### src/rtl/booth_pkg.sv
// Shared types for the sequential radix-2 Booth multiplier: FSM state and
// the {Q[0], q_m1} select encodings.
package booth_pkg;

   typedef enum logic {
      IDLE = 1'b0,
      RUN  = 1'b1
   } state_t;

   // {Q[0], q_m1}: 2'b11 behaves like NOP as well
   localparam logic [1:0] SEL_NOP = 2'b00;
   localparam logic [1:0] SEL_ADD = 2'b01;
   localparam logic [1:0] SEL_SUB = 2'b10;

endpackage

### src/rtl/booth_step.sv
// One combinational radix-2 Booth step: conditional add/sub of M into A,
// then arithmetic shift right of {A, Q, q_m1} by one bit.
module booth_step
   import booth_pkg::*;
#(
   parameter int WIDTH = 8
) (
   input  logic [WIDTH:0]   a_i,
   input  logic [WIDTH-1:0] q_i,
   input  logic             qm1_i,
   input  logic [WIDTH:0]   m_i,
   output logic [WIDTH:0]   a_o,
   output logic [WIDTH-1:0] q_o,
   output logic             qm1_o
);

   logic [WIDTH:0] sum;

   always_comb begin
      sum = a_i;
      case ({q_i[0], qm1_i})
         SEL_ADD: sum = a_i + m_i;
         SEL_SUB: sum = a_i - m_i;
         default: sum = a_i;
      endcase
   end

   assign a_o   = {sum[WIDTH], sum[WIDTH:1]};
   assign q_o   = {sum[0], q_i[WIDTH-1:1]};
   assign qm1_o = q_i[0];

endmodule

### src/rtl/booth_mul_seq.sv
// Sequential signed WIDTHxWIDTH Booth multiplier, one step per clock, with
// go/busy/done handshake. Optional zero-operand fast path: BOOTH_ZERO_SKIP_EN.
module booth_mul_seq
   import booth_pkg::*;
#(
   parameter int WIDTH = 8
) (
   input  logic               clk,
   input  logic               reset,
   input  logic               go,
   input  logic [WIDTH-1:0]   multiplicand,
   input  logic [WIDTH-1:0]   multiplier,
   output logic               busy,
   output logic               done,
   output logic [2*WIDTH-1:0] product
);

   localparam int CW = $clog2(WIDTH + 1);

   state_t             state_q;
   logic [WIDTH:0]     a_q, m_q;
   logic [WIDTH-1:0]   q_q;
   logic               qm1_q;
   logic [CW-1:0]      cnt_q;
   logic               done_q;
   logic [2*WIDTH-1:0] prod_q;

   logic [WIDTH:0]     a_d;
   logic [WIDTH-1:0]   q_d;
   logic               qm1_d;
   logic               zero_op;

`ifdef BOOTH_ZERO_SKIP_EN
   assign zero_op = (multiplicand == '0) || (multiplier == '0);
`else
   assign zero_op = 1'b0;
`endif

   booth_step #(.WIDTH(WIDTH)) u_step (
      .a_i   (a_q),
      .q_i   (q_q),
      .qm1_i (qm1_q),
      .m_i   (m_q),
      .a_o   (a_d),
      .q_o   (q_d),
      .qm1_o (qm1_d)
   );

   always_ff @(posedge clk) begin
      if (reset) begin
         state_q <= IDLE;
         a_q     <= '0;
         m_q     <= '0;
         q_q     <= '0;
         qm1_q   <= 1'b0;
         cnt_q   <= '0;
         done_q  <= 1'b0;
         prod_q  <= '0;
      end else begin
         done_q <= 1'b0;
         case (state_q)
            IDLE: begin
               if (go) begin
                  if (zero_op) begin
                     prod_q <= '0;
                     done_q <= 1'b1;
                  end else begin
                     a_q     <= '0;
                     q_q     <= multiplier;
                     qm1_q   <= 1'b0;
                     m_q     <= {multiplicand[WIDTH-1], multiplicand};
                     cnt_q   <= CW'(WIDTH);
                     state_q <= RUN;
                  end
               end
            end
            RUN: begin
               a_q   <= a_d;
               q_q   <= q_d;
               qm1_q <= qm1_d;
               cnt_q <= cnt_q - CW'(1);
               // the step taken with cnt==1 is the final one
               if (cnt_q == CW'(1)) begin
                  prod_q  <= {a_d[WIDTH-1:0], q_d};
                  done_q  <= 1'b1;
                  state_q <= IDLE;
               end
            end
            default: state_q <= IDLE;
         endcase
      end
   end

   assign busy    = (state_q == RUN);
   assign done    = done_q;
   assign product = prod_q;

endmodule

### config.mk
export PLATFORM = sky130hd
export DESIGN_NAME = booth_mul_seq
export DESIGN_NICKNAME = d
export VERILOG_FILES = /design/src/rtl/booth_pkg.sv /design/src/rtl/booth_step.sv /design/src/rtl/booth_mul_seq.sv
export SDC_FILE = /design/constraint.sdc
export NUM_CORES = 1
export LEC_CHECK = 0
export CELL_PAD_IN_SITES_DETAIL_PLACEMENT = 0
export CELL_PAD_IN_SITES_GLOBAL_PLACEMENT = 1
export CORE_ASPECT_RATIO = 1.5
export CORE_MARGIN = 2
export CORE_UTILIZATION = 40
export CTS_CLUSTER_DIAMETER = 40
export CTS_CLUSTER_SIZE = 14
export DETAILED_ROUTE_END_ITERATION = 7
export HOLD_SLACK_MARGIN = 0.06
export PLACE_DENSITY = 0.78
export SLEW_MARGIN = 20
export SYNTH_ARGS = -nofsm -noshare
export SYNTH_HDL_FRONTEND = slang
export SYNTH_SLANG_ARGS = --single-unit
### constraint.sdc
create_clock -name clk -period 3.3 [get_ports clk]
set_input_delay 0.825 -clock clk [delete_from_list [all_inputs] [get_ports clk]]
set_output_delay 0.825 -clock clk [all_outputs]
set_load 0.05 [all_outputs]
# [Word level (Yosys, flattened, before mapping)]
# Cells that the tools add are included.
[op_classes] addsub=3 bitwise=1 n_reduce_logical=2 eq_ne=5 n_mux=16
[op_table] cell="$pmux 9 s2" n=2
[op_table] cell="$mux 16" n=2
[op_table] cell="$pmux 8 s2" n=1
[op_table] cell="$add 9x9->9" n=1
[op_table] cell="$mux 9" n=1
[op_table] cell="$sub 9x9->9" n=1
[op_table] cell="$mux 8" n=1
[op_table] cell="$pmux 4 s2" n=1
[op_table] cell="$pmux 1 s2" n=3
[op_table] cell="$eq 4x1->1 const B" n=1
[op_table] cell="$mux 1" n=4
[op_table] cell="$mux 4" n=1
[op_table] cell="$reduce_and 2->1" n=2
[op_table] cell="$sub 4x1->4 const B" n=1
[op_table] cell="$eq 2x1->1 const B" n=1
[op_table] cell="$eq 2x2->1 const B" n=1
[op_table] cell="$ne 2x1->1 const B" n=1
[op_table] cell="$ne 2x2->1 const B" n=1
[op_table] cell="$not 1->1" n=1
[totals] out_inout_bits=18 regBits=48 word_cells=35 in_bits=19

# [Depth between registers and ports, before layout]
# Gate-level depths: netlist of the first run.
[logic_depth] ltp_word=4 ltp_mapped=13 mapped_depth_nobuf=11

# [Hierarchy]
# Synthesis of the first run repeated with hierarchy kept, for this count alone.
[hier_totals] cells_unflattened=273 area_unflattened_um2=2565.0
[modules_own_cells] mod="booth_mul_seq" instances=1 cells_per_inst=171 area_each_um2=1830.5 seq_area_each_um2=960.9
[modules_own_cells] mod="booth_step" instances=1 cells_per_inst=102 area_each_um2=734.5 seq_area_each_um2=0.0

# [Worst setup path before layout of the first run]
# No wires, ideal clock.
[synth_timing] path_kind="register to register" from="register qm1_q" to="register a_q[7]" synth_period_minus_slack_ps=2564 arrival_ps=2490 setup_time_ps=74 required_time_ps=3226 path_buffers=1 stages_incl_launch_ff=12 setup_slack_ps=736 path_cell_list="dfxtp_1 > inv_1 > ha_1 > clkbuf_1 > mux2_2 > fa_1 > nand2b_1 > a21oi_1 > o22ai_1 > mux2i_1 > or3_1 > o21ai_0"
[synth_via] elab_chain_len=3 elab_cells_between_ends=4 classes_between="eq/ne (2); mux (2)"
[synth_lines] item="from (decl)" line_no="booth_mul_seq.sv:23" source="logic qm1_q;"
[synth_lines] item="from (signal assigned)" line_no="booth_mul_seq.sv:80" source="qm1_q <= qm1_d;"
[synth_lines] item="$eq 2x2->1 / $eq 2x1->1 (equally long branches)" line_no="booth_step.sv:21" source="case ({q_i[0], qm1_i})"
[synth_lines] item="$pmux 9 s2 *" line_no="booth_step.sv:21"
[synth_lines] item="$pmux 9 s2 *" line_no="booth_mul_seq.sv:61" source="case (state_q)"
[synth_lines] item="to (signal assigned)" line_no="booth_mul_seq.sv:52" source="a_q <= '0;"
[synth_lines] item="to (signal assigned)" line_no="booth_mul_seq.sv:68" source="a_q <= '0;"
[synth_lines] item="to (signal assigned)" line_no="booth_mul_seq.sv:78" source="a_q <= a_d;"
[synth_lines] item="to (decl)" line_no="booth_mul_seq.sv:21" source="logic [WIDTH:0] a_q, m_q;"
# Every way passes the cells marked *; elsewhere a longest branch is shown, timed or not.
# A chain may end at the register's enable or synchronous reset.

# [Final worst setup path of the first run]
[layout_timing] from="register q_q[0]" to="register prod_q[15] (netlist: product[15])"
[layout_via] elab_chain_len=4 elab_cells_between_ends=5 classes_between="eq/ne (2); mux (3)"
[layout_lines] item="from (decl)" line_no="booth_mul_seq.sv:22" source="logic [WIDTH-1:0] q_q;"
[layout_lines] item="from (signal assigned)" line_no="booth_mul_seq.sv:69" source="q_q <= multiplier;"
[layout_lines] item="from (signal assigned)" line_no="booth_mul_seq.sv:79" source="q_q <= q_d;"
[layout_lines] item="$eq 2x2->1 / $eq 2x1->1 (equally long branches)" line_no="booth_step.sv:21"
[layout_lines] item="$pmux 9 s2 *" line_no="booth_step.sv:21"
[layout_lines] item="$mux 16 *" line_no="booth_mul_seq.sv:83" source="if (cnt_q == CW'(1)) begin"
[layout_lines] item="$mux 16 *" line_no="booth_mul_seq.sv:61"
[layout_lines] item="to (signal assigned)" line_no="booth_mul_seq.sv:84" source="prod_q <= {a_d[WIDTH-1:0], q_d};"
[layout_lines] item="to (decl)" line_no="booth_mul_seq.sv:26" source="logic [2*WIDTH-1:0] prod_q;"
# Every way passes the cells marked *; elsewhere a longest branch is shown, timed or not. The select of a mux whose other input is x is not followed.

==> flow_results.org, run 1 <==
** Detailed routing
- Number of DRC violations after detailed-routing iteration 0 :: 118
- Post-route met1 wirelength :: 2.39 mm
- DR DRC count :: 0
- After detailed routing, the number of vias per cell comes to 5.27.
- Top routing layer used :: met4
- After detailed routing, the met2 layer carries 2.80 mm of wire.
- Routed wire per std cell :: 13.3 um
- The count of nets left with antenna violations once routing finished came out at 0.
- Detailed routing placed a total of 155 um of wire on met3.
- The first detailed-routing pass ran for 4 iterations.
- Across all layers, the routed design uses 2,156 vias.
- Wirelength, routed :: 5.43 mm

** Clock tree
- Clock tree synthesis found a total of 47 sinks.
- Buffers inserted to repair hold after CTS numbered 0.
- Clock Pin Slew Worst Setup and Hold Paths :: 100 ps
- TritonCTS built the clock tree.
- Clock tree synthesis inserted a total of 5 buffers.
- The later pin in the worst-skew pair is clocked with a latency of 310 ps.
- Number of buffers inserted to repair setup after CTS :: 0
- Once the clock tree was built, the resizer swapped 0 gates to a different size.
- The longest clock path from root to sink contains 2 buffers.
- Clock tree synthesis selected as its root buffer the cell clkbuf_8.
- The H-tree generated during clock tree synthesis spans 2 levels.

** Power
- Int Pwr :: 973 uW
- Proportion of total power due to net switching :: 30.2%
- Maximum vdd drop :: 0.269 mV
- Sequential Power Share :: 44.1%
- Static leakage :: 1.14 nW
- Portion of total power attributed to the clock network :: 31.6%
- Combinational power share :: 24.3%
- Net load switching power :: 420 uW
- The design draws 1.39 mW.
- Power density over the cells :: 462 nW/um^2

** Timing
- Worst slew margin relative to its limit :: 44.8%
- In the finished design, the share of the clock period the worst path needs comes to 82.5%.
- Setup repair after global routing left no endpoint under its margin.
- On the final layout, the worst clock skew is 11.9 ps.
- Post-Route Setup TNS :: 0 ps
- Final count of pins violating max slew :: 0
- Hold Violations, Final :: 0
- Number of failing setup endpoints in the final timing report :: 0
- Counting I/O delays and the setup requirement, the final critical path takes 2720 ps.
- The tightest hold path in the finished design has a slack of 459 ps.
- Worst path setup slack after routing :: 578 ps
- Highest Clock Rate :: 367 MHz
- For the pin with the worst max-slew slack, the measured transition is 828 ps.

** Run
- # Max-Cap Violations :: 0

** Floorplanning
- Chip height :: 101 um
- The region available for standard cell placement spans 6090 sq um.
- From left edge to right edge, the die measures 68.4 um.
- 37 I/O pins were placed.
- Effective utilization at floorplan :: 40.9%
- Die area :: 6890 sq um
- Row generation in the floorplan step produced 35 rows.

** Critical path
- Sum of buffers and inverters on the critical path :: 0
- The critical path goes through ha_1 -> mux2_2 -> fa_1 -> nand2b_1 -> a21oi_1 -> o22ai_1 -> mux2i_1 -> xnor2_1 -> a211oi_2.
- Biggest cell delay along the critical path :: 420 ps
- Of all nets on the critical path, the largest fanout is 8.
- Broken down by cell family, the worst path's largest delay share belongs to adder cells.
- Required time at the worst-slack endpoint :: 3460 ps
- The largest individual stage delay along the critical path comes from the cell fa_1.
- The critical path in this run is classified as flip-flop to flip-flop.
- CP Launch Type :: flip-flop
- Arrival @ worst endpoint :: 2880 ps
- Kind of end point of the critical path :: flip-flop

** Finish
- Total Nets Final :: 366
- Area growth from synthesis to final layout :: 21.0%
- Area taken by flip-flops and latches :: 941 sq um
- After filler insertion, the fill cell instance count of the layout stands at 621.
- The number of antenna diodes in the final layout is 0.
- Of the cells placed in the final design, the portion with a size suffix greater than 1 is 5.67%.
- The multi-input combinational cells in the finished layout cover a total of 1430 sq um.

** Synthesis
- Synthesized netlist cell count :: 306
- Post-Synthesis Net Count :: 338
- Number of enable flip-flop cells after synthesis :: 0
- Ys async rst share :: 0%
- In this run the cell area of the synthesized design comes to 2490 sq um.
- Synth warn :: 0
- Post-Synthesis Mean Instance Area :: 8.14 sq um
- Synthesis-stage register bit count :: 47
- Sequential fraction of the synthesis area :: 37.8%
- Synth Flop Type :: dfxtp_1
- After synthesis, the netlist uses 40 different library cells.

** Worst hold path
- Class of the worst hold path :: flip-flop to flip-flop

** Placed design
- During placement, the flow inserted port buffers numbering 36.
- Detailed placer's ending HPWL :: 3.90 mm
- RD Place Congestion :: 0.875
- Worst Setup Slack post-DPL :: 562 ps

** GRT
- Initial antenna violation count :: 0
- Entering global routing, the biggest net connects 45 pins.
- Global-route wire length before repair :: 9.10 mm
- The via count of the first global-routing pass is 1,963.
- Overflow left after global routing :: 0
- Total routing resource utilization after global routing :: 17.4%

** Run status
- The flow ran to the end, and the final reports show no timing, DRC or antenna violations.
-- layer usage --
layer	track usage, %	vias to the layer above
li1	-	1111
met1	21.4	1006
met2	29.2	32
met3	3.02	7
met4	7.23	0
met5	0	-
-- cells in the mapped netlist, types with 4 or more instances --
master	count	share of area, %
nor3_1	11	2.2
a21oi_1	36	7.2
mux2i_1	18	7.2
nor2_1	53	8.0
ha_1	12	6.0
a311oi_1	4	1.4
nand2b_1	5	1.3
a211oi_1	4	1.2
dfxtp_1	47	38
o21ai_0	7	1.4
o211ai_1	5	1.5
xnor2_1	9	3.2
inv_1	12	1.8
nand2_1	28	4.2
clkbuf_1	15	2.3
-- stage by stage --
step / instances / instance area (sq um) / util (%)
floorplan: 306 / 2490 / -
CTS: 409 / 3010 / 49.5
detailed placement: 401 / 2900 / 47.6
global route: 409 / 3010 / 49.5
finish: 409 / 3010 / 49.5
global placement: 401 / 2900 / 47.6
-- sequential cells by signal, indices dropped and copies added, names as in the netlist --
| register | count |
|---|---|
| busy | 1 |
| qm1_q | 1 |
| q_q | 8 |
| a_q | 8 |
| m_q | 8 |
| cnt_q | 4 |
| done | 1 |
| product | 16 |
-- cell families (layout without fill, tap and decap cells) --
group	count (synthesis)	after routing	share of synthesized area (%)
simple gates	116	116	21.7
flops	47	47	37.8
mux	21	21	8.59
xor+xnor	11	11	3.87
buf+inv	31	60	4.82
fa+ha+maj	13	13	6.83
compound gates	67	67	16.4
-- cell usage in the layout (no fill, tap or decap), types with 5 or more instances in the layout --
cell             Yosys  layout
inv_1               12      12
nor2_1              53      53
nand2b_1             5       5
xnor2_1              9       9
dfxtp_1             47      47
mux2i_1             18      18
ha_1                12      12
a21oi_1             36      36
clkbuf_8             0       5
o211ai_1             5       5
clkdlybuf4s50_1      0      36
nand2_1             28      28
nor3_1              11      11
o21ai_0              7       7
-- worst paths after layout --
path / from / to / slack (ps) / cells past startpoint
setup / recovery: q_q[0]$_SDFFE_PP0P_ / product[15]$_SDFFE_PP0P_ / 580 / 9
hold / removal: product[8]$_SDFFE_PP0P_ / product[8]$_SDFFE_PP0P_ / 460 / 2
setup reg to reg: q_q[0]$_SDFFE_PP0P_ / product[15]$_SDFFE_PP0P_ / 580 / 9
hold reg to reg: product[8]$_SDFFE_PP0P_ / product[8]$_SDFFE_PP0P_ / 460 / 2
-- tightest hold or removal path: cells and delay by family (launching register included) --
kind,cells,cell delay (ps)
AO/OA/AOI/OAI,1,50
flip-flops,1,320
AND/OR/NAND/NOR,1,50
-- final cells by class --
class                   instances  area share (%)
clock inverters                 3            1.54
well taps                      74            3.07
clock buffers                   5            2.28
inverters                      12            1.50
repair buffers                 40            13.0
multi-input cells             228            47.4
flip-flops and latches         47            31.2
-- power groups by stage --
| stage | sequential, mW | combinational, mW | clock [mW] |
|---|---|---|---|
| detailed placement | 0.629 | 0.341 | 0 |
| CTS | 0.615 | 0.343 | 0.452 |
| floorplan | 0.635 | 0.250 | 0 |
| finish | 0.615 | 0.339 | 0.440 |
| global route | 0.619 | 0.381 | 0.478 |
| global placement | 0.628 | 0.338 | 0 |
(Power assumes the default switching activity.)
==> run 2: changes to the inputs <==
Clock period 3.3 ns to 2.8 ns, I/O delays scaled along.
==> run 2 against run 1 <==
Net effect:
- cell count rose by 0.24%
- via count fell by 2.3%
- core utilization rose by 0.74 points
- non-clock buffer count rose by 1
- sequential power rose by 19%
- first-iteration DRC count fell by 35%
- largest cell class unchanged
- largest power group unchanged
- highest routed layer unchanged
==> flow_results.org, run 2 (synthesized netlist as in run 1, its figures left out) <==
** Run status
- The flow ran to the end, and the final reports show no timing, DRC or antenna violations.

** Finish
- Total Nets Final :: 367
- Area growth from synthesis to final layout :: 22.8%
- Counting the fill cells in the layout gives 592.
- Ant. Diodes :: 0
- Commonest non-fill, non-tap cells in the layout :: nor2_1 (53), dfxtp_1 (46), a21oi_1 (35), clkdlybuf4s50_1 (35), nand2_1 (28)
- Leading cell type in the layout, fill and taps excluded :: nor2_1
- Finished layout cell area :: 3060 sq um
- Fraction of final layout cells with drive strength greater than 1 :: 7.74%
- The register with the most flip-flops in the layout has 16 of them.

** Clock tree
- CTS placed an instance of clkbuf_8 at the clock tree root.
- CTS saw 47 sinks.
- TritonCTS buffer count :: 5
- The clock tree synthesis step divided the H-tree into 2 levels.
- Counting along the longest clock path gives a buffer depth of 2.
- Clk Latency, worst-skew pair :: 300 ps
- Clock tree from TritonCTS :: done
- Clock-pin slew was measured on the worst setup and hold paths at 90 ps.

** GRT
- Global-route wire length before repair :: 9.16 mm
- Entering global routing, the biggest net connects 38 pins.
- Vias in the first global route :: 1,966
- The number of antenna violations at the first check in global routing is 0.
- Global routing consumed, over all layers together, 17.2% of the routing resources.
- Overflow left after global routing :: 0

** Floorplanning
- DIE WIDTH :: 68.4 um
- Std-Cell Core Area :: 6090 sq um
- Once the floorplan was initialized, standard cells occupied 40.9% of the core.
- Chip height :: 101 um
- Die area :: 6890 sq um
- Number of top-level pins :: 37
- Number of rows created at floorplan :: 35

** Detailed routing
- DR DRC count :: 0
- Number of DRC violations after detailed-routing iteration 0 :: 77
- After detailed routing, the number of vias per cell comes to 5.14.
- The count of nets left with antenna violations once routing finished came out at 0.
- Vias after detailed routing :: 2,106
- Wires add up to 5.42 mm.
- Routed wire per std cell :: 13.2 um
- The pre-antenna-repair detailed-routing pass consisted of 5 iterations.

** Timing
- Derived from the worst setup path, the maximum achievable clock frequency is 385 MHz.
- Setup repair after global routing left no endpoint under its margin.
- Worst slew margin relative to its limit :: 57.3%
- The final number of max-transition violations is 0.
- Final Skew :: 8.09 ps
- Post-Route Setup TNS :: 0 ps
- Number of failing setup endpoints in the final timing report :: 0
- At the pin with the least slew margin, the transition time is 641 ps.
- Subtracting the final worst setup slack from the clock period gives 2600 ps.
- Final cycle utilization of the critical path :: 92.8%
- Hold Violations, Final :: 0

** Placed design
- Once placement finished, the instance area stood at 2930 sq um.
- Routability-driven placement finished with a final weighted congestion of 0.861.
- Detailed placer's ending HPWL :: 4.02 mm
- Buffers placed on the I/O ports in this run total 36.

** Critical path
- The signal on the critical path passes through inv_1 -> ha_2 -> mux2_2 -> fa_1 -> nand2b_1 -> a21oi_2 -> o22ai_1 -> mux2i_2 -> or3_1 -> o21ai_0.
- Slowest library cell on the worst path :: fa_1
- CP Launch Type :: flip-flop
- The worst setup path is captured at a flip-flop.
- By startpoint and endpoint, the worst setup path is classified as flip-flop to flip-flop.
- Grouping stages by cell kind, the critical path spends the most delay in adder cells.
- STA puts the critical path data arrival time at 2820 ps.
- Biggest cell delay along the critical path :: 420 ps
- Data on the critical path is required at its endpoint by 3030 ps.
- Sum of buffers and inverters on the critical path :: 1
- Highest net fanout along the worst path :: 8

** Power
- In this run, flip-flops and latches consume 44.6% of the power.
- The worst-case IR drop observed on VDD is 0.293 mV.
- The design draws 1.63 mW.
- Static leakage :: 1.15 nW
- Net switching is 29.5% of the power.
- For this design the ratio of total power to cell area is 534 nW/um^2.
- Combinational power share :: 24.9%
- For this design the total switching power over the nets is 481 uW.
- The internal power of the cells totals 1.15 mW.
- The clock network is responsible for 30.5% of the overall power.

** Worst hold path
- Class of the worst hold path :: flip-flop to flip-flop

** Run
- # Max-Cap Violations :: 0
## run 2: worst reg2reg max path, stage by stage (launching register included)
cell and delay, ps:
dfxtp_1 310, inv_1 70, ha_2 270, mux2_2 380, fa_1 420, nand2b_1 190, a21oi_2 160, o22ai_1 120
mux2i_2 190, or3_1 360, o21ai_0 70
## run 2: area by class of cell
cell class | count | area, sq um | share of cell area (%)
tap | 74 | 92.6 | 3.03
clock inverter | 3 | 43.8 | 1.43
multi-input combinational | 228 | 1450 | 47.3
clock buffer | 5 | 68.8 | 2.25
timing repair buffer | 41 | 420 | 13.7
sequential | 47 | 942 | 30.8
inverter | 12 | 45.0 | 1.47
## run 2: metrics by stage
stage,setup WS (ps),instances,utilization [%],hold WS (ps)
floorplan,236,306,-,445
CTS,30.9,410,49.9,461
detailed placement,64.4,402,48.1,449
global placement,105,402,48.1,441
global route,5.91,410,50.2,481
finish,201,410,50.2,458
## run 2: worst paths after layout
path,from,slack (ps),to,cells after the start
min reg2reg,product[7]$_SDFFE_PP0P_,460,product[7]$_SDFFE_PP0P_,2
max,qm1_q$_SDFFE_PP0P_,200,a_q[7]$_SDFFE_PP0P_,10
max reg2reg,qm1_q$_SDFFE_PP0P_,200,a_q[7]$_SDFFE_PP0P_,10
min,product[7]$_SDFFE_PP0P_,460,product[7]$_SDFFE_PP0P_,2
## run 2: what timing repair did
item,CTS,global route
gates resized for setup,0,5
setup endpoints to repair,0,4
hold endpoints to repair,0,0
hold buffers,0,0
buffers inserted,0,0
## run 2: power by group through the flow
stage               clock (mW)  combinational, mW  sequential (mW)
global placement             0              0.401            0.744
CTS                      0.520              0.404            0.729
detailed placement           0              0.403            0.744
floorplan                    0              0.294            0.748
global route             0.550              0.456            0.733
finish                   0.497              0.407            0.729
## run 2: routing by layer
layer | up-vias | share of wire [%] | global-route usage (%)
met5 | - | 0 | 0
met4 | 0 | 1.2 | 5.08
met3 | 5 | 2.2 | 2.12
met2 | 26 | 53 | 30.5
met1 | 960 | 44 | 21.1
li1 | 1115 | - | -
==> run 3: changes to the inputs <==
Settings changed: CELL_PAD_IN_SITES_DETAIL_PLACEMENT 0 to unset, CELL_PAD_IN_SITES_GLOBAL_PLACEMENT 1 to unset, PLACE_DENSITY 0.78 to 0.61.
==> run 3 against run 2 <==
Net effect:
- fmax is 1.6% lower
- total power is 1.4% higher
- cell area hardly changed
- sequential share of layout area hardly changed
- cell count is 0.24% higher
- clock skew is 1.4 ps lower
- first-iteration DRC count is 56% higher
- sequential power is 0.7% lower
- non-clock buffer count is 1 higher
- worst setup slack worse by 43 ps
- largest cell class unchanged
==> flow_results.org, run 3 (synthesized netlist as in run 1, its figures left out) <==
** GRT
- In the global route stage, overall resource usage came out at 17.0%.
- The total overflow left after global routing is 0.
- Initial antenna violation count :: 0
- Maximum number of pins on one net before global-route repair :: 44
- The via count of the first global-routing pass is 2,025.
- Global-route wire length before repair :: 9.06 mm

** Critical path
- The endpoint identified for the worst register-to-register timing path is product[14]$_SDFFE_PP0P_.
- Of all nets on the critical path, the largest fanout is 4.
- The worst register-to-register path begins at m_q[1]$_SDFFE_PP0P_.
- Launch point of the critical path :: m_q[1]$_SDFFE_PP0P_
- Required time at the worst-slack endpoint :: 2960 ps
- STA puts the critical path data arrival time at 2800 ps.
- Reg-to-reg setup timing slack :: 160 ps
- The critical path in this run is classified as flip-flop to flip-flop.
- CP Launch Type :: flip-flop
- The worst setup path is captured at a flip-flop.
- Measured in cells, the most critical reg-to-reg path has a length of 11.

** Detailed routing
- Vias after detailed routing :: 2,152
- Detail-routed via count per cell :: 5.24
- After detailed routing, the number of remaining DRC violations is 0.
- Number of DRC violations after detailed-routing iteration 0 :: 120
- The detail route stage leaves a number of antenna-violating nets equal to 0.
- Routed wire per std cell :: 13.0 um
- Before antenna repair, the detailed router went through 4 iterations.
- Wirelength, routed :: 5.34 mm

** Floorplanning
- The floorplan step set the die width to 68.4 um.
- Once the floorplan was initialized, standard cells occupied 40.9% of the core.
- Std-Cell Core Area :: 6090 sq um
- After floorplanning, the core was divided into 35 placement rows.
- The die is 101 um tall.
- The floorplan step defined a die boundary enclosing 6890 sq um.
- Number of top-level pins :: 37

** Finish
- At the end of the flow the core is filled with cells to 50.3%.
- The net count of the finished layout is 368.
- Relative to the synthesized area, the layout overhead comes to 22.9%.
- Post-route insts no fill :: 411
- Leaving out fill and tap cells, the most frequent cells in the layout are nor2_1 (53), dfxtp_1 (46), a21oi_1 (35), clkdlybuf4s50_1 (35), nand2_1 (28).
- In the final layout, the share of cells above drive strength 1 is 8.01%.
- Fill cells in the final layout number 618.
- The repair_antennas step left the layout with diodes totalling 0.
- Max reg flops :: 16
- Leading cell type in the layout, fill and taps excluded :: nor2_1

** Clock tree
- The later pin in the worst-skew pair is clocked with a latency of 300 ps.
- The H-tree generated during clock tree synthesis spans 2 levels.
- The clock passes through at most 2 buffers.
- Clock root buffer :: clkbuf_8
- Clock tree from TritonCTS :: done
- Hold-fix buffer count after cts :: 0
- Clock Pin Slew Worst Setup and Hold Paths :: 90 ps
- Clock tree synthesis inserted a total of 5 buffers.
- Count of clock tree sinks :: 47

** Power
- Sequential Power Share :: 43.7%
- The analysis attributes to net switching a power of 499 uW.
- VDD sags by at most 0.284 mV.
- Combinational logic burns 25.2% of the power.
- Net switching is 30.2% of the power.
- In this run, the clock network consumes 31.1% of the power.
- Static leakage :: 1.16 nW
- Internal power comes to 1.16 mW.
- Power spread over the standard cell area amounts to 541 nW/um^2.

** Worst hold path
- Worst Hold Depth :: 2
- The worst hold path belongs to the class flip-flop to flip-flop.
- Hold_sp :: product[2]$_SDFFE_PP0P_
- The worst hold path terminates at product[2]$_SDFFE_PP0P_.

** Timing
- Setup repair after global routing could not meet its margin everywhere.
- Between clock sinks in the finished design, the worst skew comes to 6.73 ps.
- In the post-route analysis, the smallest setup slack over all paths is 158 ps.
- Setup violations remaining at the end of the flow were counted as 0.
- In this run the tightest slew margin relative to its limit is 48.7%.
- Hold Violations, Final :: 0
- Worst hold slack :: 459 ps
- Based on the critical path, the design can be clocked at up to 378 MHz.
- Min cycle time layout :: 2640 ps
- At the pin with the least slew margin, the transition time is 769 ps.
- In the finished design, the share of the clock period the worst path needs comes to 94.4%.
- Final count of pins violating max slew :: 0

** Placed design
- Input and output buffers added on the ports amount to 36.
- Count of placed standard cells including taps :: 403
- Worst Setup Slack post-DPL :: 99.6 ps
- Once detailed placement completed, the half-perimeter wirelength came to 3.87 mm.
- RD Place Congestion :: 0.823

** Run
- # Max-Cap Violations :: 0

** Run status
- The flow ran to the end, and the final reports show no timing, DRC or antenna violations.
run 3: worst max-delay path by stage:
stage | slack [ps] | endpoint
6_report | 160 | product[14]$_SDFFE_PP0P_
5_1_grt | -20 | product[14]$_SDFFE_PP0P_
2_1_floorplan | 240 | a_q[7]$_SDFFE_PP0P_
3_3_place_gp | 100 | product[14]$_SDFFE_PP0P_
4_1_cts | 40 | product[14]$_SDFFE_PP0P_
3_5_place_dp | 100 | product[14]$_SDFFE_PP0P_
run 3: power groups by stage:
stage | clock (mW) | sequential, mW | combinational [mW]
after global placement | 0 | 0.739 | 0.400
after detailed placement | 0 | 0.740 | 0.405
after global routing | 0.566 | 0.729 | 0.465
after CTS | 0.537 | 0.724 | 0.409
after floorplan | 0 | 0.748 | 0.294
final | 0.515 | 0.724 | 0.416
run 3: through the flow:
step	cell area [sq um]	setup TNS (ps)	power (mW)
after floorplan	2490	0	1.04
after global placement	2920	0	1.14
after detailed placement	2920	0	1.14
after CTS	3040	0	1.67
after global routing	3060	-18.8	1.76
final	3060	0	1.66
run 3: area by class of cell:
type / count / area [sq um] / area share, %
clock inverters: 3 / 46.3 / 1.51
flip-flops and latches: 47 / 942 / 30.8
clock buffers: 5 / 68.8 / 2.25
repair buffers: 42 / 415 / 13.6
multi-input cells: 228 / 1450 / 47.4
inverters: 12 / 45.0 / 1.47
well taps: 74 / 92.6 / 3.03
run 3: timing repair:
item,CTS,global route
setup buffers,0,0
resized for setup,0,5
setup endpoints to repair,0,4
run 3: routing by layer:
layer / global-route usage [%] / part of all wire, % / vias to the layer above
li1: - / - / 1112
met5: 0 / 0 / -
met4: 6.92 / 2.2 / 0
met2: 29.4 / 52 / 36
met3: 2.68 / 2.5 / 7
met1: 20.2 / 44 / 997
run 3: critical path: stages (launching register included):
cell	delay, ps
dfxtp_1	380
inv_1	90
ha_1	280
mux2_2	290
inv_1	60
ha_1	210
nor2b_1	130
o21a_1	200
o21a_1	240
o211a_1	250
a311oi_2	250
a211oi_1	110
